===== src/rtl/fp_subtractor_seq.sv =====
// Multi-cycle double-precision subtractor: res = op1 - op2 with truncation and
// a hidden leading one, one operation in flight, valid/ready on both sides.
package floating_point_pkg;
  localparam int sig_width = 52;
  localparam int exp_width = 11;

  typedef struct packed {
    logic                 sign;
    logic [exp_width-1:0] exponent;
    logic [sig_width-1:0] significand;
  } floating_point_number_t;
endpackage

module fp_subtractor_seq
  import floating_point_pkg::*;
(
  input  logic                   clk,
  input  logic                   rst,
  input  logic                   in_valid,
  output logic                   in_ready,
  input  floating_point_number_t op1,
  input  floating_point_number_t op2,
  output logic                   out_valid,
  input  logic                   out_ready,
  output floating_point_number_t res,
  output logic                   invalid_res
);

  typedef enum logic [2:0] {IDLE, ALIGN, ADD, NORM, DONE} state_t;

  state_t               state;
  logic [sig_width+1:0] sig_big;
  logic [sig_width+1:0] sig_small;
  logic [sig_width+1:0] sum;
  logic [exp_width-1:0] exp_w;
  logic [exp_width-1:0] shift_cnt;
  logic                 sign_big;
  logic                 sign_small;
  logic                 res_sign;

  logic                 op1_is_big;
  logic [exp_width-1:0] exp_diff;
  logic [exp_width-1:0] shift_dist;

  // Beyond sig_width+2 right shifts the smaller significand is already zero.
  function automatic logic [exp_width-1:0] clamp_shift(input logic [exp_width-1:0] d);
    if (d > exp_width'(sig_width + 2))
      return exp_width'(sig_width + 2);
    else
      return d;
  endfunction

  assign in_ready = (state == IDLE) && !rst;

  always_comb begin
    op1_is_big = (op1.exponent >= op2.exponent);
    exp_diff   = op1_is_big ? (op1.exponent - op2.exponent)
                            : (op2.exponent - op1.exponent);
    shift_dist = clamp_shift(exp_diff);
  end

  always_ff @(posedge clk) begin
    if (rst) begin
      state       <= IDLE;
      out_valid   <= 1'b0;
      res         <= '0;
      invalid_res <= 1'b0;
      sig_big     <= '0;
      sig_small   <= '0;
      sum         <= '0;
      exp_w       <= '0;
      shift_cnt   <= '0;
      sign_big    <= 1'b0;
      sign_small  <= 1'b0;
      res_sign    <= 1'b0;
    end else begin
      case (state)
        IDLE: begin
          if (in_valid) begin
            // op2's sign is inverted here so the rest of the datapath only adds.
            if (op1_is_big) begin
              sig_big    <= {2'b01, op1.significand};
              sig_small  <= {2'b01, op2.significand};
              sign_big   <= op1.sign;
              sign_small <= ~op2.sign;
              exp_w      <= op1.exponent;
            end else begin
              sig_big    <= {2'b01, op2.significand};
              sig_small  <= {2'b01, op1.significand};
              sign_big   <= ~op2.sign;
              sign_small <= op1.sign;
              exp_w      <= op2.exponent;
            end
            shift_cnt <= shift_dist;
            state     <= (shift_dist != '0) ? ALIGN : ADD;
          end
        end

        ALIGN: begin
          sig_small <= sig_small >> 1;
          shift_cnt <= shift_cnt - exp_width'(1);
          if (shift_cnt == exp_width'(1))
            state <= ADD;
        end

        ADD: begin
          if (sign_big == sign_small) begin
            sum      <= sig_big + sig_small;
            res_sign <= sign_big;
          end else if (sig_big > sig_small) begin
            sum      <= sig_big - sig_small;
            res_sign <= sign_big;
          end else if (sig_small > sig_big) begin
            sum      <= sig_small - sig_big;
            res_sign <= sign_small;
          end else begin
            sum      <= '0;
            res_sign <= 1'b0;
          end
          state <= NORM;
        end

        NORM: begin
          if (sum[sig_width+1]) begin
            if (exp_w == '1) begin
              res         <= '0;
              invalid_res <= 1'b1;
            end else begin
              res         <= {res_sign, exp_w + exp_width'(1), sum[sig_width:1]};
              invalid_res <= 1'b0;
            end
            out_valid <= 1'b1;
            state     <= DONE;
          end else if (sum == '0) begin
            res         <= '0;
            invalid_res <= 1'b0;
            out_valid   <= 1'b1;
            state       <= DONE;
          end else if (sum[sig_width]) begin
            res         <= {res_sign, exp_w, sum[sig_width-1:0]};
            invalid_res <= 1'b0;
            out_valid   <= 1'b1;
            state       <= DONE;
          end else if (exp_w == '0) begin
            res         <= '0;
            invalid_res <= 1'b1;
            out_valid   <= 1'b1;
            state       <= DONE;
          end else begin
            // One normalisation step per cycle; re-examined next cycle.
            sum   <= sum << 1;
            exp_w <= exp_w - exp_width'(1);
          end
        end

        DONE: begin
          if (out_ready) begin
            out_valid <= 1'b0;
            state     <= IDLE;
          end
        end

        default: state <= IDLE;
      endcase
    end
  end

endmodule

===== config.mk =====
export PLATFORM = sky130hd
export DESIGN_NAME = fp_subtractor_seq
export DESIGN_NICKNAME = d
export VERILOG_FILES = /design/src/rtl/fp_subtractor_seq.sv
export SDC_FILE = /design/constraint.sdc
export NUM_CORES = 1
export LEC_CHECK = 0
export ABC_AREA = 0
export CAP_MARGIN = 25
export CORE_ASPECT_RATIO = 1.4
export CORE_MARGIN = 4
export CORE_UTILIZATION = 30
export CTS_CLUSTER_SIZE = 14
export DETAILED_ROUTE_END_ITERATION = 12
export PLACE_DENSITY = 0.53
export SYNTH_ARGS = -nofsm -noshare
export SYNTH_HDL_FRONTEND = slang
export SYNTH_SLANG_ARGS = --single-unit

===== constraint.sdc =====
create_clock -name clk -period 4.57 [get_ports clk]
set_input_delay 0.914 -clock clk [delete_from_list [all_inputs] [get_ports clk]]
set_output_delay 0.914 -clock clk [all_outputs]
set_load 0.005 [all_outputs]

# ---- After elaboration in Yosys (flattened, before gate mapping)
# Cells that the tools add are included.
# W data, S select, Z words.
dict set report totals {
  reg_bits 256
  inputBits 132
  out_inout_bits 67
  wordCells 115
}
dict set report op_classes {
  n_addsub 8
  order_cmp 4
  n_eq_ne 15
  mux 52
  n_bitwise 1
  n_reduce_logical 19
}
# cell n
set ops {}
lappend ops {{$mux W64} 5}
lappend ops {{$mux W54} 5}
lappend ops {{$pmux W54 S2} 2}
lappend ops {{$mux W53} 3}
lappend ops {{$gt A54 B54 Y1} 2}
lappend ops {{$sub A54 B54 Y54} 2}
lappend ops {{$mux W52} 2}
lappend ops {{$mux W11} 9}
lappend ops {{$add A54 B54 Y54} 1}
lappend ops {{$logic_not A54 Y1} 1}
lappend ops {{$pmux W11 S2} 2}
lappend ops {{$sub A11 B1 Y11 const B} 2}
lappend ops {{$sub A11 B11 Y11} 2}
lappend ops {{$mux W3} 7}
lappend ops {{$pmux W3 S5} 1}
lappend ops {{$mux W1} 14}
lappend ops {{$ne A2 B2 Y1 const B} 7}
lappend ops {{$add A11 B1 Y11 const B} 1}
lappend ops {{$eq A11 B1 Y1 const B} 1}
lappend ops {{$eq A11 B11 Y1 const B} 1}
lappend ops {{$ge A11 B11 Y1} 1}
lappend ops {{$gt A11 B6 Y1 const B} 1}
lappend ops {{$logic_not A11 Y1} 1}
lappend ops {{$reduce_bool A11 Y1} 1}
lappend ops {{other kinds (18)} 25}

# ---- Logic depth before layout (Yosys ltp)
dict set report logic_depth {
  ltp_word 8
  mapped_depth 16
  mapped_depth_nobuf 15
}

# ---- Worst setup path before layout
# OpenSTA, ideal clock, no wires.
dict set report synth_path {
  path_kind {input port to flip-flop}
  startpoint {input op1[60] in the netlist's numbering}
  endpoint {register state[0]}
  setup_ps 116
  arrival_time_ps 3813
  t_required_ps 4454
  setup_slack_ps 641
  cell_stages 15
  n_path_buf 2
  path_cell_list {inv_1 -> ha_1 -> buf_6 -> a21o_1 -> a21o_1 -> a21oi_2 -> nand2_2 -> nor3b_1 -> buf_4 -> mux2_2 -> a221oi_1 -> xnor2_1 -> nor4_4 -> nand3_2 -> a31o_2}
}
dict set report synth_via {
  elab_chain_cells 8
  word_cells_on_any_way 10
  cone_classes {2 x add/sub; 2 x order compare; 5 x mux; 1 x reduce/logical}
}
# item line
set synth_lines {}
lappend synth_lines {{start: declaration} 21} ;# input floating_point_number_t op1,
lappend synth_lines {{$sub A11 B11 Y11 (tied with other cells)} 58} ;# : (op2.exponent - op1.exponent);
lappend synth_lines {{$mux W11 *} 57} ;# exp_diff = op1_is_big ? (op1.exponent - op2.exponent)
lappend synth_lines {{$gt A11 B6 Y1} 47} ;# if (d > exp_width'(sig_width + 2))
lappend synth_lines {{$mux W11 *} 47}
lappend synth_lines {{$reduce_bool A11 Y1 *} 95} ;# state <= (shift_dist != '0) ? ALIGN : ADD;
lappend synth_lines {{$mux W2 *} 95}
lappend synth_lines {{$mux W3 *} 79} ;# if (in_valid) begin
lappend synth_lines {{$pmux W3 S5 *} 77} ;# case (state)
lappend synth_lines {{end signal: assignment} 95}
lappend synth_lines {{end: declaration} 31} ;# state_t state;
# Every way passes the cells marked *; elsewhere a longest branch is shown, timed or not. The select of a mux whose other input is x is not followed.
# A chain may end at the register's enable or synchronous reset.

# ---- Worst setup path in the final report
dict set report layout_path {
  startpoint {register sig_big[33]}
  endpoint {register sum[30]}
}
dict set report layout_via {
  elab_chain_cells 5
  word_cells_on_any_way 6
  cone_classes {2 x order compare; 4 x mux}
}
# item line
set layout_lines {}
lappend layout_lines {{start: declaration} 32} ;# logic [sig_width+1:0] sig_big;
lappend layout_lines {{start signal: assignment} 82} ;# sig_big <= {2'b01, op1.significand};
lappend layout_lines {{start signal: assignment} 88} ;# sig_big <= {2'b01, op2.significand};
lappend layout_lines {{$gt A54 B54 Y1} 113} ;# end else if (sig_small > sig_big) begin
lappend layout_lines {{$mux W54} 113}
lappend layout_lines {{$mux W54 *} 110} ;# end else if (sig_big > sig_small) begin
lappend layout_lines {{$mux W54 *} 107} ;# if (sign_big == sign_small) begin
lappend layout_lines {{$pmux W54 S2 *} 77}
lappend layout_lines {{end signal: assignment} 108} ;# sum <= sig_big + sig_small;
lappend layout_lines {{end signal: assignment} 111} ;# sum <= sig_big - sig_small;
lappend layout_lines {{end signal: assignment} 114} ;# sum <= sig_small - sig_big;
lappend layout_lines {{end: declaration} 34} ;# logic [sig_width+1:0] sum;
# Every way passes the cells marked *; elsewhere a longest branch is shown, timed or not.

==> impl_metrics.yaml <==
status:
  status: "completed"
grt:
  grt_overflow: 0
  grt_pass1_vias: 24400
  grtUsageTotal_pct: 22.0
  grt_first_pass_wirelength_um: 146000
  grt_max_degree: 115
  grt_antenna_before_repair: 3
detailed_routing:
  wl_um: 94000
  drtPass1Iterations: 6
  ant_nets: 0
  first_iter_violations: 2100
  drc_errors: 0
  via_count: 25300
  routedWlPerCell_um: 21.3
  viasPerCell: 5.72
worst_setup_path:
  path_delay_family: "simple AND/OR/NAND/NOR gates"
  startpoint: "sig_big[33]"
  path_cells: "inv_1 > ha_1 > a21oi_1 > o21ai_0 > a32oi_1 > nand2_1 > nand3_1 > nand3_1 > or3_1 > buf_12 > buf_4 > nor2_1 > buf_4 > a21oi_1 > a2111oi_1"
  crit_required_ns: 5.05
  cp_max_fo: 13
  startpoint_type: "flip-flop"
  max_stage_delay_ns: 0.51
  critical_path_class: "flip-flop to flip-flop"
  cp.arrival_ns: 4.71
  cp_slowest_cell: "nor2_1"
  cp-end-kind: "flip-flop"
  cp.buffers_inverters: 4
  r2r_start: "sig_big[33]"
power:
  p_leak_nw: 10.7
  power-per-cell-area_mw_per_mm2: 527
  power_frac_seq_pct: 20.1
  p_int_mw: 7.45
  netSwitchingFraction_pct: 49.3
  power.share.combinational_pct: 62.3
  pwr-share-clk_pct: 17.7
  total_power_mw: 14.7
  peakVddDrop_uv: 325
  switchingPower_mw: 7.24
die:
  io-pin-count: 199
  start_util_pct: 30.4
  dieHeight_um: 336
  die-width_um: 242
  fp.coreArea_sq_mm: 0.0756
  rows: 119
  die_area_sq_mm: 0.0813
logic_synthesis:
  yosysSeqAreaShare_pct: 22.1
  async_flop_share_pct: 0
  synth.area.mux_share_pct: 0.511
  synth_top_family_by_area: "compound AO/OA/AOI/OAI gates"
  yosysWarnings: 0
  synthAdderAreaFrac_pct: 10.4
  netlist_top_cells_area: "dfxtp_1, ha_1, a21oi_1"
  post_synth_inst_count: 3257
  synth_top_area_share_pct: 22.1
  synth-edff-count: 0
  synth_area_sq_mm: 0.0230
  synth_compound_area_share_pct: 35.5
  synth-xor-area-share_pct: 2.93
  ys_ff_latch: 254
  ys.flop_type: "dfxtp_1"
  synth-simple-area-share_pct: 20.9
  netlist-cell-type-count: 87
  synthesis.nets: 3578
  yosysTopAreaCell: "dfxtp_1"
  avgSynthCellArea_sq_um: 7.06
sta:
  period_share_pct: 92.5
  setup_tns_ns: 0
  tightestPinTransition_ns: 0.980
  clock.fmax_mhz: 237
  rsz0062_at_grt: "false"
  hold_violations: 0
  max-slew-margin-rel_pct: 34.4
  final-setup-viol-count: 0
  slew_viol_final: 0
  finalCriticalPeriod_ns: 4.23
  layout_setup_ws_ns: 0.342
  finalClockSkew_ns: 0.0262
  hold_ws_ns: 0.485
cts:
  post_cts_buffers: 0
  cts_buffers: 28
  cts_root_buffer: "clkbuf_16"
  cts_tree: "done"
  cts_resized: 0
  clkTransAtPathRegs_ns: 0.06
  cts-hold-fix-buffers: 0
  clk_path_buf_depth: 3
  clkLatencyLatePin_ns: 0.60
  htree_num_levels: 1
  numClockSinks: 254
min_path:
  hold_path.class: "flip-flop to flip-flop"
  hold_start: "res_sign"
run:
  cap_violations: 0
place:
  pre_cts_slack_ns: -0.214
  gp_congestion: 0.969
  portBuffers: 198
  hpwl_um: 72800
finish:
  diodes: 0
  drive_above_1_share_pct: 8.49
  layout.nets: 3754
  area_delta_synth_final_pct: 21.2
[cell type report]
cell class / count / area [sq um]
clock inverters: 12 / 200
fillers: 8105 / 47700
inverters: 208 / 781
well taps: 968 / 1210
multi-input cells: 2554 / 16300
repair buffers: 387 / 3530
flip-flops and latches: 254 / 5080
clock buffers: 38 / 820
[placed cells by master, fill, tap and decap left out, drive strengths merged, types with 27 or more instances in the layout]
| master | instances |
|---|---|
| nor2 | 396 |
| nand2 | 377 |
| a21oi | 330 |
| dfxtp | 254 |
| inv | 207 |
| clkdlybuf4s50 | 197 |
| buf | 189 |
| ha | 184 |
| o21ai | 156 |
| a211oi | 106 |
| a221oi | 91 |
| a22oi | 79 |
| a311oi | 69 |
| xnor2 | 66 |
| nor3 | 57 |
| o21bai | 49 |
| nand3 | 48 |
| nand4 | 42 |
| a21o | 41 |
| clkbuf | 39 |
| nor4 | 35 |
| o221ai | 30 |
| o211ai | 28 |
| nor2b | 28 |
| a31oi | 27 |
[synth_stat cells, drive strengths merged, types with 14 or more instances]
library cell and count:
nand4 42, a21boi 14, dfxtp 254, o21ai 156, nand3 48, a22oi 79, nor2 396, o311ai 15
o31ai 22, o21a 25, o22ai 19, a31oi 27, a21o 41, nor4 35, o211ai 28, o21bai 49
a221oi 91, inv 206, o221ai 30, a21oi 330, nor2b 28, ha 184, nand2b 19, a221o 21
nor3 57, xnor2 66, a311oi 69, clkbuf 191, or3 19, nand2 377, a211oi 106, buf 50
[layer usage]
| layer | track usage [%] | routed length [um] | part of all wire (%) |
|---|---|---|---|
| met4 | 7.91 | 3590 | 3.8 |
| met5 | 0 | 21 | 0.022 |
| met2 | 38.1 | 44800 | 48 |
| met3 | 2.84 | 5230 | 5.6 |
| met1 | 28.2 | 40400 | 43 |
[path summary, 6_finish.rpt]
path / to / slack, ns / cells after the start
setup reg to reg: sum[30] / 0.34 / 15
setup / recovery: sum[30] / 0.34 / 15
hold / removal: res_sign / 0.49 / 2
hold reg to reg: res_sign / 0.49 / 2
[power groups by stage]
stage / clock network (mW) / logic, mW / registers (mW)
6_report: 2.60 / 9.15 / 2.95
5_1_grt: 2.72 / 9.88 / 3.01
4_1_cts: 2.66 / 8.98 / 2.95
3_5_place_dp: 0 / 8.93 / 3.00
3_3_place_gp: 0 / 8.94 / 2.99
2_1_floorplan: 0 / 5.67 / 2.83
[through the flow]
| step | util (%) | instance area (sq um) | cells |
|---|---|---|---|
| floorplan | - | 23000 | 3257 |
| global placement | 35.5 | 26800 | 4370 |
| detailed placement | 35.5 | 26800 | 4370 |
| CTS | 36.8 | 27900 | 4420 |
| global route | 36.9 | 27900 | 4421 |
| finish | 36.9 | 27900 | 4421 |
[registers in the layout (all words and copies together) (netlist names)]
name,count
shift_cnt,11
sig_big,53
res_sign,1
sign_small,1
sign_big,1
sig_small,53
res,64
state,3
sum,54
exp_w,11
out_valid,1
invalid_res,1
[worst min-delay path, cell delays in order, from the launching register on]
cell and delay (ns):
dfxtp_1 0.32, nand2_1 0.06, a21oi_1 0.05
[cell families after synthesis]
logic type | Yosys count
compound gates | 1193
xor+xnor | 77
mux | 11
fa+ha+maj | 189
simple gates | 1084
buf+inv | 449
flops | 254
No activity file was read; power rests on OpenSTA's default activity.
